===== src/rtl/led_bar_arbiter.sv =====
// led_bar_arbiter: shares the 8-LED one-hot bar between keypad and status requesters.
// Optional macro LED_BLINK_EN makes status-owned displays blink.
module led_bar_arbiter #(
    parameter int          HOLD_CYCLES  = 50_000_000,
    parameter int          GAP_CYCLES   = 5_000_000,
    parameter logic [3:0]  IDLE_CODE    = 4'hF,
    parameter int          BLINK_CYCLES = 12_500_000
) (
    input  logic       clk,
    input  logic       reset,
    input  logic       kp_req,
    input  logic [2:0] kp_code,
    output logic       kp_ack,
    input  logic       st_req,
    input  logic [2:0] st_code,
    output logic       st_ack,
    output logic [3:0] num,
    output logic       busy,
    output logic [1:0] owner
);

    localparam int MAX_HG = (HOLD_CYCLES > GAP_CYCLES) ? HOLD_CYCLES : GAP_CYCLES;
    localparam int MAX_C  = (MAX_HG > BLINK_CYCLES) ? MAX_HG : BLINK_CYCLES;
    localparam int CW     = $clog2(MAX_C) + 1;

    localparam logic [CW-1:0] HOLD_LAST = CW'(HOLD_CYCLES - 1);
    localparam logic [CW-1:0] GAP_LAST  = CW'(GAP_CYCLES - 1);

    localparam logic [1:0] OWN_NONE = 2'b00;
    localparam logic [1:0] OWN_KP   = 2'b01;
    localparam logic [1:0] OWN_ST   = 2'b10;

    typedef enum logic [1:0] {
        S_IDLE,
        S_SHOW,
        S_GAP
    } state_t;

    state_t        r_state;
    logic [CW-1:0] r_cnt;
    logic          r_last_kp;
    logic          r_kp_ack;
    logic          r_st_ack;
    logic [3:0]    r_num;
    logic          r_busy;
    logic [1:0]    r_owner;
    logic          w_grant_st;

`ifdef LED_BLINK_EN
    localparam logic [CW-1:0] BLINK_LAST = CW'(BLINK_CYCLES - 1);
    logic [CW-1:0] r_blink_cnt;
    logic          r_blink_on;
    logic [2:0]    r_code;
`endif

    // Round-robin tie break: status wins a tie when keypad was granted last
    assign w_grant_st = st_req && (!kp_req || r_last_kp);

    // Main sequencer: arbitration, hold timing, blank gap and registered outputs
    always_ff @(posedge clk) begin
        if (reset) begin
            r_state   <= S_IDLE;
            r_cnt     <= '0;
            r_last_kp <= 1'b1;
            r_kp_ack  <= 1'b0;
            r_st_ack  <= 1'b0;
            r_num     <= IDLE_CODE;
            r_busy    <= 1'b0;
            r_owner   <= OWN_NONE;
`ifdef LED_BLINK_EN
            r_blink_cnt <= '0;
            r_blink_on  <= 1'b0;
            r_code      <= 3'd0;
`endif
        end else begin
            r_kp_ack <= 1'b0;
            r_st_ack <= 1'b0;
            unique case (r_state)
                S_IDLE: begin
                    if (kp_req || st_req) begin
                        r_state <= S_SHOW;
                        r_busy  <= 1'b1;
                        r_cnt   <= '0;
`ifdef LED_BLINK_EN
                        r_blink_cnt <= '0;
                        r_blink_on  <= 1'b1;
`endif
                        if (w_grant_st) begin
                            r_st_ack  <= 1'b1;
                            r_num     <= {1'b0, st_code};
                            r_owner   <= OWN_ST;
                            r_last_kp <= 1'b0;
`ifdef LED_BLINK_EN
                            r_code    <= st_code;
`endif
                        end else begin
                            r_kp_ack  <= 1'b1;
                            r_num     <= {1'b0, kp_code};
                            r_owner   <= OWN_KP;
                            r_last_kp <= 1'b1;
`ifdef LED_BLINK_EN
                            r_code    <= kp_code;
`endif
                        end
                    end
                end
                S_SHOW: begin
                    if (r_cnt == HOLD_LAST) begin
                        r_state <= S_GAP;
                        r_num   <= IDLE_CODE;
                        r_owner <= OWN_NONE;
                        r_cnt   <= '0;
                    end else begin
                        r_cnt <= r_cnt + 1'b1;
`ifdef LED_BLINK_EN
                        if (r_owner == OWN_ST) begin
                            if (r_blink_cnt == BLINK_LAST) begin
                                r_blink_cnt <= '0;
                                r_blink_on  <= !r_blink_on;
                                r_num       <= r_blink_on ? IDLE_CODE
                                                          : {1'b0, r_code};
                            end else begin
                                r_blink_cnt <= r_blink_cnt + 1'b1;
                            end
                        end
`endif
                    end
                end
                S_GAP: begin
                    if (r_cnt == GAP_LAST) begin
                        r_state <= S_IDLE;
                        r_busy  <= 1'b0;
                        r_cnt   <= '0;
                    end else begin
                        r_cnt <= r_cnt + 1'b1;
                    end
                end
                default: begin
                    r_state <= S_IDLE;
                    r_busy  <= 1'b0;
                    r_num   <= IDLE_CODE;
                    r_owner <= OWN_NONE;
                    r_cnt   <= '0;
                end
            endcase
        end
    end

    assign kp_ack = r_kp_ack;
    assign st_ack = r_st_ack;
    assign num    = r_num;
    assign busy   = r_busy;
    assign owner  = r_owner;

endmodule

===== config.mk =====
export PLATFORM = sky130hd
export DESIGN_NAME = led_bar_arbiter
export DESIGN_NICKNAME = d
export VERILOG_FILES = /design/src/rtl/led_bar_arbiter.sv
export SDC_FILE = /design/constraint.sdc
export NUM_CORES = 1
export LEC_CHECK = 0
export CORE_UTILIZATION = 48
export CTS_BUF_LIST = sky130_fd_sc_hd__clkbuf_4 sky130_fd_sc_hd__clkbuf_8 sky130_fd_sc_hd__clkbuf_16
export CTS_CLUSTER_DIAMETER = 200
export DETAILED_ROUTE_END_ITERATION = 16
export GPL_TIMING_DRIVEN = 0
export PLACE_DENSITY = 0.74
export SLEW_MARGIN = 20
export SYNTH_ARGS = -nofsm -noshare
export SYNTH_HDL_FRONTEND = slang
export SYNTH_SLANG_ARGS = --single-unit

===== constraint.sdc =====
create_clock -name clk -period 3.45 [get_ports clk]
set_clock_uncertainty 0.15 [all_clocks]
set_input_delay 0.5175 -clock clk [delete_from_list [all_inputs] [get_ports clk]]
set_output_delay 0.5175 -clock clk [all_outputs]
set_load 0.005 [all_outputs]

Word-level counts from Yosys, hierarchy flattened --
Cells that the tools add are included.
Cells by class: reduce and logical (&&, ||, !) cells 10, eq/ne operators 7, add/sub/neg operators 1, bitwise operators 4, muxes and demuxes 21
Operators by type and width (count):
- $mux W27 | 3
- $pmux W27 S3 | 1
- $add A27 B1 Y27 const B | 1
- $eq A27 B23 Y1 const B | 1
- $eq A27 B26 Y1 const B | 1
- $mux W2 | 6
- $pmux W2 S3 | 2
- $pmux W4 S3 | 1
- $reduce_and A3 Y1 | 3
- $mux W4 | 2
- $ne A2 B2 Y1 const B | 3
- $mux W1 | 4
- $not A1 Y1 | 4
- $mux W3 | 1
- $pmux W1 S3 | 1
- $reduce_or A3 Y1 | 1
- $eq A2 B1 Y1 const B | 1
- $eq A2 B2 Y1 const B | 1
- $logic_not A2 Y1 | 1
- $logic_or A1 B1 Y1 | 2
- $reduce_and A2 Y1 | 1
- $logic_and A1 B1 Y1 | 1
- $logic_not A1 Y1 | 1
Word-level totals: register bits after elaboration 39, word-level logic and storage cells 51, bits of input ports 10

Depth between registers and ports, before layout --
Gate-level depths: netlist (run 1).
depth after elaboration 6, mapped depth 10, gate-level depth less buffers 8

Worst setup path after synthesis (run 1) --
Ideal clock, no wire load.
path kind reg-to-reg, start point reg r_cnt[0], end point reg r_num[2] (netlist: num[2]), clock period less this slack 2.204 ns, cell stages (with the launch flop) 8, path slack 1.246 ns, path buffers 1, arrival time 1.935 ns, library setup time 0.120 ns, required time 3.180 ns, cell sequence dfxtp_1 > ha_1 > and3_2 > nand2_2 > o41ai_4 > nand3b_1 > buf_2 > a211o_1
On the way: cells in the longest elaborated chain, start to end 3
Ends and longest elaborated chain:
- start, declared | RTL line 40 | logic [CW-1:0] r_cnt;
- start signal, assigned | RTL line 114 | r_cnt <= r_cnt + 1'b1;
- start signal, assigned | RTL line 135 | r_cnt <= r_cnt + 1'b1;
- $eq A27 B26 Y1 | RTL line 108 | if (r_cnt == HOLD_LAST) begin
- $ne A2 B2 Y1 (no line)
- $reduce_and A3 Y1 (no line)
- end signal, assigned | RTL line 90 | r_num <= {1'b0, st_code};
- end signal, assigned | RTL line 98 | r_num <= {1'b0, kp_code};
- end, declared | RTL line 44 | logic [3:0] r_num;
Every way passes these cells. A chain may end at the register's enable or synchronous reset.

Final worst setup path (run 1) --
start point reg r_state[0], end point reg r_cnt[17]
On the way: cells in the longest elaborated chain, start to end 2, elaborated cells between the ends (all ways) 5, those cells by class 3 x eq/ne; 1 x mux; 1 x reduce/logical
Ends and longest elaborated chain:
- start, declared | RTL line 39 | state_t r_state;
- start signal, assigned | RTL line 62 | r_state <= S_IDLE;
- start signal, assigned | RTL line 81 | r_state <= S_SHOW;
- start signal, assigned | RTL line 109 | r_state <= S_GAP;
- $eq A2 B2 Y1, or another cell as far along | RTL line 78 | unique case (r_state)
- $pmux W27 S3 or $ne A2 B2 Y1 (tied branches)
Several ways; a longest one is shown, not always the timed one.

==> results of run 1 <==
## critical path, stage by stage, from the launching register on
cell and delay [ns]:
dfxtp_1 0.37, inv_1 0.08, ha_1 0.19, clkbuf_1 0.21, inv_1 0.23, nor2_1 0.14
nor4_2 0.80, nand4_1 0.20, xor2_1 0.17, nor2_1 0.05
## state kept, by name, summed over array words and instances, names as in the netlist
| name | count |
|---|---|
| r_cnt | 27 |
| num | 4 |
| owner | 2 |
| r_state | 2 |
| busy | 1 |
| kp_ack | 1 |
| r_last_kp | 1 |
| st_ack | 1 |
## cells in the mapped netlist (all sizes together), types with 4 or more instances
master	n	area (um2)
a211o	4	35.0
a211oi	4	30.0
a21oi	9	48.8
a31oi	5	31.3
and3	6	40.0
clkbuf	4	35.0
dfxtp	39	781
ha	4	50.1
inv	8	30.0
nand2	16	62.6
nand3	17	85.1
nand4	12	90.1
nor2	31	124
nor3	7	35.0
o21ai	8	40.0
xnor2	4	35.0
xor2	13	114
## metal layers
layer	up-vias	GRT usage	routed length, um
met2	38	0.324	1850
met5	-	0	0
met1	792	0.310	2120
met3	5	0.0479	184
li1	878	-	-
met4	0	0.0771	53
## how the worst max path moves through the flow
stage | from | endpoint | slack, ns
global placement | kp_req | r_cnt[23] | 0.76
floorplan | r_cnt[0] | num[2] | 1.25
finish | r_state[0] | r_cnt[17] | 0.75
detailed placement | st_req | r_cnt[17] | 0.72
CTS | r_state[0] | r_cnt[23] | 0.77
global route | r_state[0] | r_cnt[23] | 0.50
## cell type report
class	instances	area, um2
flip-flops and latches	39	781
well taps	50	62.6
inverters	8	30.0
clock inverters	3	47.5
repair buffers	18	180
clock buffers	5	68.8
multi-input cells	172	1160
fillers	374	1640
plain buffers	7	62.6
## cells by family (layout without fill, tap and decap cells)
| group | count (synthesis) | count (layout) | share of synthesized area |
|---|---|---|---|
| flops | 39 | 39 | 0.385 |
| xor+xnor | 17 | 17 | 0.0734 |
| fa+ha+maj | 4 | 4 | 0.0247 |
| simple gates | 107 | 107 | 0.297 |
| compound gates | 41 | 41 | 0.160 |
| buf+inv | 15 | 41 | 0.0456 |
| mux | 3 | 3 | 0.0148 |
## metrics by stage
stage,worst slack [ns],hold slack [ns]
2_1_floorplan,1.25,0.298
3_3_place_gp,0.756,0.301
3_5_place_dp,0.722,0.302
4_1_cts,0.766,0.325
5_1_grt,0.500,0.348
6_report,0.754,0.322
## cell usage in the layout, fill, tap and decap left out, types with 2 or more instances in the layout
cell type,count
a211o_1,4
a211oi_1,4
a21oi_1,8
a31oi_1,5
and3_1,4
and3_2,2
and4_2,2
buf_6,2
clkbuf_1,2
clkbuf_8,7
clkdlybuf4s50_1,18
dfxtp_1,39
ha_1,4
inv_1,8
mux2i_1,3
nand2_1,15
nand3_1,17
nand3b_1,2
nand4_1,11
nor2_1,30
nor3_1,7
nor3b_1,2
o21ai_0,7
o31ai_1,3
o41ai_4,2
xnor2_1,4
xor2_1,13
## power groups by stage
stage / clock [mW] / sequential, mW / combinational, mW
floorplan: 0 / 0.543 / 0.320
global placement: 0 / 0.543 / 0.472
detailed placement: 0 / 0.543 / 0.477
CTS: 0.400 / 0.534 / 0.480
global route: 0.424 / 0.540 / 0.530
finish: 0.392 / 0.534 / 0.478
==> flow_summary.json, run 1 <==
{
  "avgRoutedWirePerCell_um": 13.9,
  "syn_nets": 240,
  "drive_gt1_frac": 0.131,
  "synth-edff-count": 0,
  "cp.arrival_ns": 2.74,
  "first_pass_iters": 5,
  "finalHoldViolations": 0,
  "grt_pass1_wl_mm": 7.37,
  "grt.overflow.total": 0,
  "hp-start": "num[3]",
  "comb_power_share": 0.340,
  "place_congestion": 0.837,
  "numPortBuffers": 18,
  "cts_setup_buffers": 0,
  "diodes": 0,
  "post-route-period-util": 0.781,
  "clk_path_buf_depth": 2,
  "critPathMaxFanout": 9,
  "die_area_um2": 4490,
  "r2r-start": "r_state[0]",
  "relSlewSlack": 0.411,
  "dp.cells": 294,
  "die_w_um": 67.0,
  "yosysWarnings": 0,
  "core_um2": 4030,
  "p_sw_mw": 0.466,
  "hold-path-cell-count": 1,
  "cap_violations": 0,
  "setup_viol": 0,
  "p_per_area_nw_per_um2": 587,
  "vias_per_cell": 5.67,
  "cts.sinks": 39,
  "path_class": "flop to flop",
  "drv_slew": 0,
  "drc_errors": 0,
  "min_period_ns": 2.70,
  "finalNonFillerCells": 302,
  "fmax_mhz": 371,
  "path_clk_slew_ns": 0.09,
  "clkPwrFrac": 0.279,
  "status": "completed",
  "worst_pin_slew_ns": 0.876,
  "final_nets": 265,
  "ant_nets": 0,
  "crit_required_ns": 3.49,
  "ys_ff_latch": 39,
  "clock-root-buffer": "clkbuf_8",
  "final_area_um2": 2390,
  "synthArstFlopShare": 0,
  "dpl.hpwl_mm": 3.05,
  "cts_resized": 0,
  "row_count": 23,
  "area_delta_synth_final_pct": 17.7,
  "dr.first_iter.drc_count": 141,
  "initial_utilization": 0.504,
  "grt_use_total": 0.220,
  "ir_worst_vdd_mv": 0.452,
  "antenna_found_initial": 0,
  "power_frac_seq": 0.380,
  "syn_inst": 226,
  "cts_tree": "built",
  "synth_area_um2": 2030,
  "p_sw_frac": 0.332,
  "internal_power_mw": 0.937,
  "numCtsBuffers": 5,
  "placed_cell_area_um2": 2270,
  "ioPinCount": 19,
  "worstSkewPairLatency_ns": 0.30,
  "yosys.cell_types.count": 50,
  "grt_max_degree": 15,
  "holdCritPathClass": "flop to flop",
  "critPathLaunchType": "flop",
  "rsz0062_at_grt": "no",
  "p_leak_nw": 0.831,
  "crit_path_end_kind": "flop",
  "whs_endpoint": "num[3]",
  "finalPower_mw": 1.40,
  "ys_seq_area_frac": 0.385,
  "grt_pass1_vias": 1570,
  "htreeDepth": 2,
  "cts_hold_buf": 0,
  "rrSetupSlack_ns": 0.75,
  "r2r-end": "r_cnt[17]",
  "fin_setup_tns_ns": 0,
  "die_y_um": 67.0,
  "num_vias": 1713,
  "r2r_cells": 9,
  "syn_avg_cell_area_um2": 8.98,
  "routed_wl_mm": 4.20,
  "synthFlopType": "dfxtp_1",
  "final_util": 0.593
}
No activity file was read; power rests on OpenSTA's default activity.
==> run 2: changes to the inputs <==
- PLACE_DENSITY: 0.74 -> 0.76
- clock period: 3.45 -> 2.2 ns (I/O delays scaled with it)
==> flow_summary.json, run 2 (synthesis gave the netlist of run 1 again) <==
{
  "status": "completed",
  "multi_input_area_um2": 1270,
  "path_clk_slew_ns": 0.08,
  "regMostFlops": "r_cnt",
  "rrSetupSlack_ns": 0.003,
  "ir_worst_vdd_mv": 0.977,
  "r2r_cells": 6,
  "num_vias": 1884,
  "cp.arrival_ns": 2.28,
  "setup_viol": 0,
  "area_delta_synth_final_pct": 31.8,
  "htreeDepth": 2,
  "avgRoutedWirePerCell_um": 15.9,
  "place_congestion": 0.820,
  "critPathMaxFanout": 7,
  "path_class": "flop to flop",
  "dp_slack_ns": -0.419,
  "final_util": 0.664,
  "nFillCells": 319,
  "routed_wl_mm": 5.08,
  "final_area_um2": 2670,
  "internal_power_mw": 1.68,
  "dr.first_iter.drc_count": 93,
  "grt.overflow.total": 0,
  "worstSkewPairLatency_ns": 0.30,
  "p_sw_frac": 0.330,
  "holdCritPathClass": "flop to flop",
  "row_count": 23,
  "vias_per_cell": 5.91,
  "core_um2": 4030,
  "largest_reg_flops": 27,
  "drv_slew": 0,
  "dp.cells": 294,
  "grt_max_degree": 13,
  "fmax_mhz": 455,
  "fin_setup_tns_ns": 0,
  "final_cell_mix": "nor2_1 (29), dfxtp_1 (27), clkdlybuf4s50_1 (18), buf_4 (18)",
  "layout_commonest_cell": "nor2_1",
  "final_nets": 282,
  "finalPower_mw": 2.50,
  "die_w_um": 67.0,
  "rsz0062_at_grt": "yes",
  "first_pass_iters": 4,
  "min_period_ns": 2.20,
  "ant_nets": 0,
  "p_per_area_nw_per_um2": 937,
  "comb_power_share": 0.413,
  "worst_pin_slew_ns": 0.548,
  "post-route-period-util": 0.999,
  "dpl.hpwl_mm": 3.10,
  "power_frac_seq": 0.335,
  "grt_use_total": 0.235,
  "drc_errors": 0,
  "ioPinCount": 19,
  "clock-root-buffer": "clkbuf_8",
  "cts.sinks": 39,
  "hold-path-cell-count": 1,
  "setup_ws_ns": 0.00284,
  "placed_cell_area_um2": 2270,
  "numCtsBuffers": 5,
  "die_y_um": 67.0,
  "diodes": 0,
  "critPathLaunchType": "flop",
  "ff_latch_area_um2": 803,
  "initial_utilization": 0.504,
  "hold-worst-slack_ns": 0.319,
  "p_sw_mw": 0.826,
  "antenna_found_initial": 0,
  "die_area_um2": 4490,
  "crit_path_end_kind": "flop",
  "crit_required_ns": 2.29,
  "grt_pass1_vias": 1669,
  "grt_pass1_wl_mm": 7.86,
  "relSlewSlack": 0.632,
  "numPortBuffers": 18,
  "drive_gt1_frac": 0.286,
  "cap_violations": 0,
  "cts_tree": "built",
  "clk_path_buf_depth": 2,
  "finalNonFillerCells": 319,
  "clkPwrFrac": 0.253,
  "finalHoldViolations": 0,
  "p_leak_nw": 0.930
}
==> run 2: changes by cell type in the layout (fill, tap and decap cells not counted), sizes merged <==
cell,change
buf,+19
clkinvlp,+1
inv,-2
clkbuf,-1
==> run 2: cell type report <==
class	instances	share of cell area
clock inverter	2	0.0131
clock buffer	6	0.0309
inverter	8	0.0126
multi-input combinational	172	0.477
sequential	39	0.300
buffer	6	0.0248
tap	50	0.0234
timing repair buffer	36	0.118
==> run 2: layer usage <==
metal	track usage	vias to the layer above	wire [um]
met5	0	-	0
met4	0.114	0	76
met3	0.0428	7	214
met2	0.363	50	2530
met1	0.311	917	2260
li1	-	910	-
==> run 2: worst paths after layout <==
check | start | endpoint
worst max-delay path | r_cnt[6] | owner[0]
worst min register to register | num[3] | num[3]
worst max register to register | r_cnt[6] | owner[0]
worst min-delay path | num[3] | num[3]
==> run 2: timing repair <==
action,4_1_cts,5_1_grt
gates cloned,1,0
hold buffers,0,0
pin swaps,7,13
resized for setup,17,27
setup buffers,12,6
hold endpoints to repair,0,0
endpoints found under the setup margin,34,31
==> run 2: power groups by stage <==
stage | logic [mW] | clock network (mW) | registers [mW]
CTS | 0.908 | 0.636 | 0.839
finish | 1.03 | 0.633 | 0.838
floorplan | 0.502 | 0 | 0.851
detailed placement | 0.756 | 0 | 0.851
global placement | 0.753 | 0 | 0.850
global route | 1.10 | 0.658 | 0.849
==> run 2: critical path: stages (launching register included) <==
cell and delay [ns]:
dfxtp_2 0.44, nor4b_4 0.25, nand3_2 0.12, o41ai_4 0.44, nand3b_1 0.20, or3b_4 0.41
a21oi_2 0.12
